`src/rtl/fft_io_pkg.sv`:
```
// rtl/fft_io_pkg.sv - shared sequencer state, operand and result index definitions
package fft_io_pkg;

  typedef enum logic [1:0] {LOAD, START, WAIT, SHOW} seq_state_t;

  localparam int NUM_OPERANDS = 6;

  localparam logic [2:0] OP_A_RE = 3'd0;
  localparam logic [2:0] OP_A_IM = 3'd1;
  localparam logic [2:0] OP_B_RE = 3'd2;
  localparam logic [2:0] OP_B_IM = 3'd3;
  localparam logic [2:0] OP_W_RE = 3'd4;
  localparam logic [2:0] OP_W_IM = 3'd5;

  localparam logic [1:0] RES_X_RE = 2'd0;
  localparam logic [1:0] RES_X_IM = 2'd1;
  localparam logic [1:0] RES_Y_RE = 2'd2;
  localparam logic [1:0] RES_Y_IM = 2'd3;

endpackage

```
`src/rtl/rise_edge.sv`:
```
// rtl/rise_edge.sv - one-cycle pulse on each rising edge of a debounced button level
module rise_edge (
  input  logic clk,
  input  logic nReset,
  input  logic level,
  output logic pulse
);

  logic level_q;
  logic armed;

  // armed stays low until the level is seen low, so a button held through reset release is not a press
  always_ff @(posedge clk or negedge nReset) begin
    if (!nReset) begin
      level_q <= 1'b0;
      armed   <= 1'b0;
    end else begin
      level_q <= level;
      if (!level) armed <= 1'b1;
    end
  end

  assign pulse = level & ~level_q & armed;

endmodule

```
`src/rtl/operand_sequencer.sv`:
```
// rtl/operand_sequencer.sv - button-driven operand entry, butterfly launch and result walk
module operand_sequencer
  import fft_io_pkg::*;
#(
  parameter int DATA_W       = 8,
  parameter int WAIT_TIMEOUT = 1024
) (
  input  logic              clk,
  input  logic              nReset,
  input  logic              btn,
  input  logic [DATA_W-1:0] sw,
  input  logic              done,
  output logic [DATA_W-1:0] a_re,
  output logic [DATA_W-1:0] a_im,
  output logic [DATA_W-1:0] b_re,
  output logic [DATA_W-1:0] b_im,
  output logic [DATA_W-1:0] w_re,
  output logic [DATA_W-1:0] w_im,
  output logic              start,
  output logic              busy,
  output logic [2:0]        load_idx,
  output logic [1:0]        res_sel,
  output logic              show,
  output logic              timeout_err
);

  localparam int CNT_W = $clog2(WAIT_TIMEOUT) + 1;

  seq_state_t        state;
  seq_state_t        state_nxt;
  logic [DATA_W-1:0] ops [NUM_OPERANDS];
  logic [CNT_W-1:0]  cnt;
  logic              press;
  logic              expire;

  rise_edge u_rise_edge (
    .clk    (clk),
    .nReset (nReset),
    .level  (btn),
    .pulse  (press)
  );

  assign expire = (cnt == CNT_W'(WAIT_TIMEOUT - 1));

  always_ff @(posedge clk or negedge nReset) begin
    if (!nReset) state <= LOAD;
    else         state <= state_nxt;
  end

  always_comb begin
    state_nxt = state;
    case (state)
      LOAD:    if (press && load_idx == OP_W_IM) state_nxt = START;
      START:   state_nxt = WAIT;
      WAIT:    if (done || expire) state_nxt = SHOW;
      SHOW:    if (press && res_sel == RES_Y_IM) state_nxt = LOAD;
      default: state_nxt = LOAD;
    endcase
  end

  always_ff @(posedge clk or negedge nReset) begin
    if (!nReset) begin
      for (int i = 0; i < NUM_OPERANDS; i++) ops[i] <= '0;
      load_idx    <= OP_A_RE;
      res_sel     <= RES_X_RE;
      cnt         <= '0;
      timeout_err <= 1'b0;
    end else begin
      case (state)
        LOAD: begin
          if (press) begin
            ops[load_idx] <= sw;
            load_idx      <= (load_idx == OP_W_IM) ? OP_A_RE : load_idx + 3'd1;
          end
        end
        START: cnt <= '0;
        WAIT: begin
          // done takes priority over an expiry landing in the same cycle
          if (done)        res_sel     <= RES_X_RE;
          else if (expire) timeout_err <= 1'b1;
          else             cnt         <= cnt + 1'b1;
        end
        SHOW: begin
          if (press) begin
            if (res_sel == RES_Y_IM) begin
              res_sel     <= RES_X_RE;
              load_idx    <= OP_A_RE;
              timeout_err <= 1'b0;
            end else begin
              res_sel <= res_sel + 2'd1;
            end
          end
        end
        default: ;
      endcase
    end
  end

  assign start = (state == START);
  assign busy  = (state == START) || (state == WAIT);
  assign show  = (state == SHOW);

  assign a_re = ops[OP_A_RE];
  assign a_im = ops[OP_A_IM];
  assign b_re = ops[OP_B_RE];
  assign b_im = ops[OP_B_IM];
  assign w_re = ops[OP_W_RE];
  assign w_im = ops[OP_W_IM];

endmodule
```
`config.mk`:
```
export PLATFORM = sky130hd
export DESIGN_NAME = operand_sequencer
export DESIGN_NICKNAME = d
export VERILOG_FILES = /design/src/rtl/fft_io_pkg.sv /design/src/rtl/rise_edge.sv /design/src/rtl/operand_sequencer.sv
export SDC_FILE = /design/constraint.sdc
export NUM_CORES = 1
export LEC_CHECK = 0
export CORE_UTILIZATION = 55
export DETAILED_ROUTE_END_ITERATION = 8
export PLACE_DENSITY_LB_ADDON = 0.25
export SLEW_MARGIN = 20
export SYNTH_ARGS = -nofsm -noshare
export SYNTH_HDL_FRONTEND = slang
export SYNTH_SLANG_ARGS = --single-unit
```
`constraint.sdc`:
```
create_clock -name clk -period 2.76 [get_ports clk]
set_input_delay 0.552 -clock clk [delete_from_list [all_inputs] [get_ports clk]]
set_output_delay 0.552 -clock clk [all_outputs]
set_load 0.05 [all_outputs]
```
# Word-level counts from Yosys, hierarchy flattened
# Cells that the tools add are included.
# word_totals
register_bits,69
in_bits,12
output_inout_bits,57
elab_cells,77
# classes
addsub,3
muxes,24
eq_ne,16
bitwise_logic,4
magnitude_cmp,2
n_reduce_logical,15
# ops
cell,count
bitwise mux 48 bit,1
demux 8 bit (select 3 bit),1
2-to-1 mux 11 bit,2
case mux 11 bit (2 select lines),1
"!= test 2 bit, second input constant",7
2-to-1 mux 2 bit,6
2-to-1 mux 3 bit,4
"adder 11 x 1 -> 11 bit, second input constant",1
"equality test 11 x 10 -> 1 bit, second input constant",1
AND reduction 3 bit,3
2-to-1 mux 8 bit,1
case mux 2 bit (4 select lines),1
"equality test 2 bit, second input constant",3
"!= test 2 x 1 -> 1 bit, second input constant",3
case mux 3 bit (2 select lines),1
nonzero test 2 bit,3
AND reduction 5 bit,1
">= comparator 4 bit, second input constant",1
"< comparator 4 x 1 -> 1 bit, second input constant",1
2-to-1 mux 1 bit,4
NOT 3 -> 4 bit,1
case mux 2 bit (2 select lines),1
AND reduction 4 bit,1
"adder 3 x 1 -> 3 bit, second input constant",1
other kinds (10),14

# Logic depth before layout (Yosys ltp)
# Gate-level depths: netlist (run 1).
# depth
word_depth,6
depth_mapped,7
depth_no_buf,6

# Cells and area by module
# From an unflattened synthesis (run 1), not the netlist that was laid out.
# hier_totals
hier_cells,221
hier_area_um2,3010.4
# modules_own_cells
mod,seq_area_each_um2,area_per_inst_um2,n_inst,cells_each
operand_sequencer,1676.6,2945.3,1,217
rise_edge,50.0,65.1,1,4

# Worst setup path before layout (run 1)
# Ideal clock, no wire load.
# synth_timing
kind,register -> register
start,register load_idx[0]
end,register ops (netlist bit b_im[0])
stages_incl_launch_ff,5
setup_slack_ps,793
required_ps,2635
synth_period_minus_slack_ps,1967
arrival_time_ps,1842
setup_ps,125
path_cell_list,dfrtp_1 -> nand2_2 -> or4b_1 -> buf_6 -> mux2_4
# synth_between
elab_chain_len,6
elab_cells_between_ends,7
classes_between,order compare: 2; mux: 3; bitwise: 1; reduce/logical: 1
# synth_lines
element,line_no,text
from (decl),operand_sequencer.sv:21,"output logic [2:0] load_idx,"
from (signal assigned),operand_sequencer.sv:73,load_idx <= (load_idx == OP_W_IM) ? OP_A_RE : load_idx + 3'd1;
NOT 3 -> 4 bit (implied by the code) *,operand_sequencer.sv:72,ops[load_idx] <= sw;
>= comparator 4 bit (implied by the code) or < comparator 4 x 1 -> 1 bit (tied branches),operand_sequencer.sv:72,
logical AND 1 bit (implied by the code),operand_sequencer.sv:72,
2-to-1 mux 8 bit (implied by the code),operand_sequencer.sv:72,
demux 8 bit (select 3 bit) *,operand_sequencer.sv:72,
bitwise mux 48 bit *,operand_sequencer.sv:72,
"to (signal, indexed assignment)",operand_sequencer.sv:72,
to (decl),operand_sequencer.sv:31,logic [DATA_W-1:0] ops [NUM_OPERANDS];
# Every way passes the cells marked *; elsewhere a longest branch is shown, timed or not.
# A chain may end at the register's enable or synchronous reset.

# Final worst setup path (run 1)
# layout_timing
start,register state[1]
end,output port start
# layout_between
elab_chain_len,1
# layout_lines
element,line_no,text
from (decl),operand_sequencer.sv:29,seq_state_t state;
from (signal assigned),operand_sequencer.sv:47,else state <= state_nxt;
equality test 2 x 1 -> 1 bit,operand_sequencer.sv:99,assign start = (state == START);
to (decl),operand_sequencer.sv:19,"output logic start,"
# No other way between the ends.

==> flow_summary.toml, run 1 <==
[critical_path]
path_max_fanout = 8
arrival_ps = 2070
critPathKind = "reg -> out"
cp-end-kind = "primary output"
start_kind = "flip-flop"
required_ps = 2210

[drt]
via_per_inst = 5.71
final_antenna_net_count = 0
drt_drc_violations_left = 0
dr.pass1.iters = 4
via_count = 2302
postRouteWirelength_um = 7190
wl_per_cell_um = 17.8
drtIter0Drc = 165

[power_and_ir_drop]
irDropWorstVdd_uv = 800
leakage_nw = 1.96
p_per_area_mw_per_mm2 = 1150

[clock_tree]
clock_path_buffers = 2
ctsHoldBuffers = 0
root_buffer = "clkbuf_8"
cts_tree = "done"
cts_made_buffers = 9
clock_sinks = 69
cts_resized = 0
clk_latency_ps = 350
cts_setup_buffers = 0
path_clk_slew_ps = 80
htreeDepth = 3

[worst_hold_path]
hold_class = "in -> async"

[timing]
hold_slack_ps = 148
skew_ps = 8.92
rsz0062_at_grt = "false"
relSlewSlack_pct = 61.8
clock.fmax_ghz = 0.381
slew_violations = 0
setup_tns_ps = 0
setup_viol = 0
tightestPinTransition_ps = 573
hold_viol_final = 0
period_share_pct = 95.1
period_minus_slack_ps = 2630

[global_route]
grt_first_pass_wirelength_um = 12100
antenna_found_initial = 0
grt-ovfl-total = 0
grt_util_all_layers_pct = 26.5
grt_start_max_net_pins = 31
grt_pass1_vias = 2322

[synthesis]
synth_cell_types = 52
synth_cells = 249
avgSynthCellArea_sq_um = 12.9
async_flop_share_pct = 100
post-synth-top-area-fraction_pct = 53.7
syn_area_sq_mm = 0.00321
yosys_most_used_dff = "dfrtp_1"
synth_seq_cells = 69
yosysWarnings = 0
synth_edf_count = 0
synthTopCellsByArea = "dfrtp_1 54%, mux2_2 14%, mux2_4 3.7%, ha_1 2.7%, a21oi_1 2.0%"
synth-seq-area-share_pct = 53.7
synth_nets = 268
yosysTopAreaCell = "dfrtp_1"

[die]
core-area_sq_mm = 0.00557
num_rows = 27
start_util_pct = 57.7
die_y_um = 78.4
dieArea_sq_mm = 0.00615
die_w_um = 78.4
boundaryPins = 69

[cells_and_area]
layout-drive-gt1-share_pct = 25.1
layout_common_cells = "69 x dfrtp_1, 67 x clkdlybuf4s50_1, 41 x mux2_2"
diodes = 0
layout_commonest_cell = "dfrtp_1"
fin_nets = 346
area_delta_synth_final_pct = 30.1

[flow_run]
max_cap_violations = 0

[placement]
place.gp.congestion = 0.801
dpl.hpwl_um = 4890
io_buffers = 68

[status]
status = "completed"
==> cells by family (layout without fill, tap and decap cells) <==
kind of cell | Yosys count | in the layout | share of synthesized area, %
adder cells (fa/ha/maj) | 7 | 7 | 2.72
flip-flops | 69 | 69 | 53.7
AO/OA/AOI/OAI | 41 | 41 | 8.64
AND/OR/NAND/NOR | 62 | 62 | 13.3
buffers and inverters | 17 | 99 | 2.34
XOR/XNOR | 2 | 2 | 0.545
multiplexers | 51 | 51 | 18.7
==> critical path, stage by stage, from the launching register on <==
cell and delay (ps):
dfrtp_1 410, inv_1 120, ha_1 340, clkdlybuf4s50_1 860
==> power breakdown <==
group | switching [mW] | leakage, nW | internal [mW]
logic | 1.58 | 0.953 | 0.893
clock network | 0.392 | 0.0915 | 0.412
registers | 0.217 | 0.916 | 1.30
==> flip-flops by register name, indices dropped and copies added, names as in the netlist <==
name                 count
u_rise_edge.armed        1
res_sel                  2
a_re                     8
state                    2
timeout_err              1
u_rise_edge.level_q      1
a_im                     8
w_im                     8
b_im                     8
cnt                     11
w_re                     8
load_idx                 3
b_re                     8
==> routing by layer <==
layer  share of wire [%]  global-route usage, %  up-vias
met3                 4.7                   5.58       15
met1                  45                   35.8     1141
li1                    -                      -     1071
met2                  48                   41.1       75
met5                   0                      0        -
met4                 2.1                   12.2        0
==> Yosys cell counts, drive strengths merged, types with 3 or more instances <==
library cell,number
dfrtp,69
a21o,5
a21oi,13
inv,8
ha,7
o21ai,8
nand3,7
nor4,3
o31ai,3
nor2,9
nor3b,4
nand2,13
nand3b,4
buf,5
nand2b,3
clkbuf,4
mux2,49
==> worst paths after layout <==
check	start	cells after the start	endpoint	slack, ps
max in group asynchronous	nReset	2	w_im[0]	1870
worst max-delay path	state[1]	3	start	130
worst max register to register	state[0]	5	b_im[7]	490
worst min-delay path	nReset	1	b_im[6]	150
worst min register to register	a_im[3]	1	a_im[3]	510
min in group clk	a_im[3]	1	a_im[3]	510
==> through the flow <==
step	power [mW]	utilization, %	std cells	cell area (sq um)	setup slack (ps)
after detailed placement	4.00	71.7	388	4000	190
final	4.80	75.0	403	4180	135
after floorplan	3.19	-	249	3210	793
after global routing	5.02	75.0	403	4180	3.89
after CTS	4.83	75.0	403	4180	131
after global placement	3.94	71.7	388	4000	220
==> layout make-up <==
| class | count | area [sq um] |
|---|---|---|
| inverter | 8 | 30.0 |
| timing repair buffer | 76 | 736 |
| tap | 72 | 90.1 |
| fill | 373 | 1390 |
| clock buffer | 9 | 124 |
| clock inverter | 6 | 63.8 |
| multi-input combinational | 163 | 1410 |
| sequential | 69 | 1730 |
Power figures use the tool's default switching activity.
==> run 2: changes to the inputs <==
--- a/config.mk
+++ b/config.mk
@@ -5,6 +5,7 @@
 export SDC_FILE = /design/constraint.sdc
 export NUM_CORES = 1
 export LEC_CHECK = 0
+export CORE_MARGIN = 2
 export CORE_UTILIZATION = 55
 export DETAILED_ROUTE_END_ITERATION = 8
 export PLACE_DENSITY_LB_ADDON = 0.25
==> flow_summary.toml, run 2 (synthesized netlist as in run 1, its figures left out) <==
[worst_hold_path]
hold_class = "in -> async"

[critical_path]
crit_chain = "inv_1 > ha_1 > clkdlybuf4s50_1"
critPathBufInv = 2
cp-end-kind = "primary output"
path_max_fanout = 8
arrival_ps = 2080
required_ps = 2210
cp_top_family = "buffers and inverters"
cp_slowest_stage_delay_ps = 870
critPathKind = "reg -> out"
critPathSlowestCell = "clkdlybuf4s50_1"
start_kind = "flip-flop"

[die]
num_rows = 27
boundaryPins = 69
start_util_pct = 57.7
core-area_sq_mm = 0.00557
die_y_um = 80.4
dieArea_sq_mm = 0.00647
die_w_um = 80.4

[timing]
setup_tns_ps = 0
hold_viol_final = 0
period_share_pct = 95.5
rsz0062_at_grt = "false"
relSlewSlack_pct = 42.2
skew_ps = 8.84
setup_viol = 0
slew_violations = 0
clock.fmax_ghz = 0.380
tightestPinTransition_ps = 866
period_minus_slack_ps = 2630

[power_and_ir_drop]
leakage_nw = 1.97
switching_power_mw = 2.21
irDropWorstVdd_uv = 1030
p_per_area_mw_per_mm2 = 1170
p_clk_share_pct = 19.1
comb_power_share_pct = 50.2
p_int_mw = 2.74
pwr-share-seq_pct = 30.7
p_sw_share_pct = 44.7

[drt]
via_count = 2283
postRouteWirelength_um = 7090
drt_drc_violations_left = 0
dr.pass1.iters = 4
via_per_inst = 5.68
final_antenna_net_count = 0
drtIter0Drc = 112
wl_per_cell_um = 17.6

[cells_and_area]
multi_input_comb_area_sq_mm = 0.00141
largest_reg_flops = 11
layout_commonest_cell = "dfrtp_1"
layout-drive-gt1-share_pct = 24.8
diodes = 0
post-route-util_pct = 75.6
fin_nets = 344
layout.cells.non_filler = 402
fillers = 374
layout_common_cells = "69 x dfrtp_1, 67 x clkdlybuf4s50_1, 41 x mux2_2"
regArea_sq_mm = 0.00173
regMostFlops = "cnt"
area_delta_synth_final_pct = 31.0

[clock_tree]
clk_latency_ps = 340
cts_resized = 0
htreeDepth = 3
cts_tree = "done"
clock_sinks = 69
path_clk_slew_ps = 70
clock_path_buffers = 2
cts_made_buffers = 9
cts_setup_buffers = 0
ctsHoldBuffers = 0
root_buffer = "clkbuf_8"

[placement]
numPlacedInstances = 386
dpl.hpwl_um = 4870
io_buffers = 68
place.gp.congestion = 0.798

[global_route]
grt-ovfl-total = 0
grt_util_met1_pct = 32.1
grt_first_pass_wirelength_um = 11500
use_met3_pct = 4.27
antenna_found_initial = 0
busiest_layer = "met2"
use_met2_pct = 37.8
grt_pass1_vias = 2330
grt_util_all_layers_pct = 23.7
grt_start_max_net_pins = 70

[flow_run]
max_cap_violations = 0

[status]
status = "completed"
==> run 2: changes by cell type in the layout (fill, tap and decap cells not counted) <==
| cell | previous run | this run |
|---|---|---|
| bufinv_16 | 1 | 2 |
| buf_4 | 8 | 6 |
| inv_6 | 1 | 2 |
| clkinvlp_4 | 2 | 1 |
| clkbuf_8 | 9 | 10 |
| clkinv_4 | 0 | 1 |
| clkinv_2 | 2 | 0 |
==> run 2: metrics by stage <==
step | hold slack (ps) | instance area (sq um) | setup WS, ps | power, mW
global route | 470 | 4210 | 16.5 | 5.16
CTS | 430 | 4210 | 89.9 | 4.98
detailed placement | 492 | 3980 | 198 | 4.02
finish | 399 | 4210 | 125 | 4.95
global placement | 488 | 3980 | 234 | 3.96
floorplan | 256 | 3210 | 793 | 3.19
==> run 2: layout make-up <==
cell class | count | share of cell area, %
Sequential cell | 69 | 41.0
Multi-Input combinational cell | 163 | 33.5
Timing Repair Buffer | 74 | 17.1
Clock buffer | 10 | 3.27
Clock inverter | 6 | 2.23
Tap cell | 72 | 2.14
Inverter | 8 | 0.713
==> run 2: path summary, 6_finish.rpt <==
check | startpoint | endpoint | slack [ps] | depth (start not counted)
setup / recovery | state[1] | start | 130 | 3
hold reg to reg | b_re[5] | b_re[5] | 510 | 1
max in group asynchronous | nReset | w_im[1] | 1790 | 2
hold / removal | nReset | state[1] | 400 | 2
setup reg to reg | state[0] | b_im[3] | 550 | 5
min in group clk | b_re[5] | b_re[5] | 510 | 1
==> run 2: routing by layer <==
metal,vias up,share of wire (%)
met4,0,1.7
li1,1068,-
met3,10,4.2
met5,-,0
met1,1144,45
met2,61,49
==> run 2: power groups by stage <==
stage                     registers, mW  logic, mW  clock network, mW
final                              1.52       2.48              0.944
after global routing               1.56       2.60               1.00
after CTS                          1.52       2.50              0.956
after detailed placement           1.54       2.49                  0
after global placement             1.52       2.44                  0
after floorplan                    2.42      0.774                  0
==> run 3: changes to the inputs <==
==> constraint.sdc (replaced) <==
create_clock -name clk -period 2.76 [get_ports clk]
set_input_delay 0.414 -clock clk [delete_from_list [all_inputs] [get_ports clk]]
set_output_delay 0.414 -clock clk [all_outputs]
set_load 0.05 [all_outputs]
==> flow_summary.toml, run 3 (synthesized netlist as in run 1, its figures left out) <==
[die]
core-area_sq_mm = 0.00557
num_rows = 27
dieArea_sq_mm = 0.00647
start_util_pct = 57.7
die_w_um = 80.4
boundaryPins = 69
die_y_um = 80.4

[critical_path]
start_kind = "flip-flop"
critPathSlowestCell = "clkdlybuf4s50_1"
cp-end-kind = "primary output"
required_ps = 2350
critPathBufInv = 2
critPathKind = "reg -> out"
crit_chain = "inv_1 > ha_1 > clkdlybuf4s50_1"
cp_slowest_stage_delay_ps = 870
path_max_fanout = 8
cp_top_family = "buffers and inverters"
arrival_ps = 2080

[timing]
rsz0062_at_grt = "false"
tightestPinTransition_ps = 873
skew_ps = 9.74
slew_violations = 0
hold_viol_final = 0
clock.fmax_ghz = 0.400
relSlewSlack_pct = 41.8
setup_viol = 0
setup_tns_ps = 0
fin_ws_ps = 263
period_minus_slack_ps = 2500
period_share_pct = 90.5

[power_and_ir_drop]
irDropWorstVdd_uv = 828
p_per_area_mw_per_mm2 = 1150
leakage_nw = 1.94

[flow_run]
max_cap_violations = 0

[clock_tree]
path_clk_slew_ps = 70
root_buffer = "clkbuf_8"
clock_sinks = 69
clock_path_buffers = 2
htreeDepth = 3
clk_latency_ps = 340
cts_resized = 0
ctsHoldBuffers = 0
cts_tree = "done"
cts_setup_buffers = 0
cts_made_buffers = 9

[drt]
via_count = 2275
via_per_inst = 5.70
final_antenna_net_count = 0
postRouteWirelength_um = 7040
drt_drc_violations_left = 0
wl_per_cell_um = 17.6
drtIter0Drc = 228
dr.pass1.iters = 4

[global_route]
antenna_found_initial = 0
grt_start_max_net_pins = 70
grt-ovfl-total = 0
grt_pass1_vias = 2272
grt_util_all_layers_pct = 23.9
grt_first_pass_wirelength_um = 11600

[cells_and_area]
fillers = 383
layout_common_cells = "69 x dfrtp_1, 67 x clkdlybuf4s50_1, 41 x mux2_2"
regMostFlops = "cnt"
layout-drive-gt1-share_pct = 24.2
area_delta_synth_final_pct = 29.2
layout_commonest_cell = "dfrtp_1"
largest_reg_flops = 11
fin_nets = 342
diodes = 0

[placement]
place_ws_ps = 346
place.gp.congestion = 0.803
dpl.hpwl_um = 4790
io_buffers = 68

[status]
status = "completed"

[worst_hold_path]
hold_class = "in -> async"
-- run 3: changes by cell type in the layout (fill, tap and decap cells not counted), sizes merged --
cell and change:
bufinv -1, inv -2, clkinv +3, clkbuf -1, buf -2
-- run 3: per-stage QoR --
| step | std cells | area, sq um | hold WS, ps | power, mW | util (%) |
|---|---|---|---|---|---|
| floorplan | 249 | 3210 | 118 | 3.19 | - |
| global placement | 384 | 3970 | 487 | 3.95 | 71.1 |
| detailed placement | 384 | 3970 | 491 | 4.01 | 71.1 |
| CTS | 399 | 4150 | 296 | 4.81 | 74.5 |
| global route | 399 | 4150 | 344 | 5.00 | 74.5 |
| finish | 399 | 4150 | 267 | 4.78 | 74.5 |
-- run 3: cell type report --
class	count	area, sq um	share of cell area [%]
multi-input cells	163	1410	34.0
clock buffers	9	124	2.98
clock inverters	6	65.1	1.57
repair buffers	72	706	17.0
inverters	8	30.0	0.723
well taps	72	90.1	2.17
flip-flops and latches	69	1730	41.6
-- run 3: power by group --
part	leakage (nW)	switching (mW)	total [mW]	internal, mW
Clock	0.0950	0.385	0.797	0.412
Combinational	0.932	1.58	2.46	0.884
Sequential	0.916	0.216	1.52	1.30
Total	1.94	2.18	4.78	2.60
-- run 3: worst paths after layout --
kind / endpoint / cells after the start / slack (ps) / from
worst max-delay path: start / 3 / 260 / state[1]
worst min-delay path: cnt[0] / 2 / 270 / nReset
worst max register to register: b_im[1] / 5 / 540 / state[0]
worst min register to register: b_re[6] / 1 / 510 / b_re[6]
max in group asynchronous: cnt[4] / 2 / 1920 / nReset
min in group clk: b_re[6] / 1 / 510 / b_re[6]
-- run 3: layer usage --
layer | GRT usage, % | vias to the layer above | wire length, um
li1 | - | 1059 | -
met1 | 34.9 | 1144 | 3190
met2 | 36.3 | 62 | 3460
met3 | 4.04 | 10 | 292
met4 | 8.14 | 0 | 95
met5 | 0 | - | 0
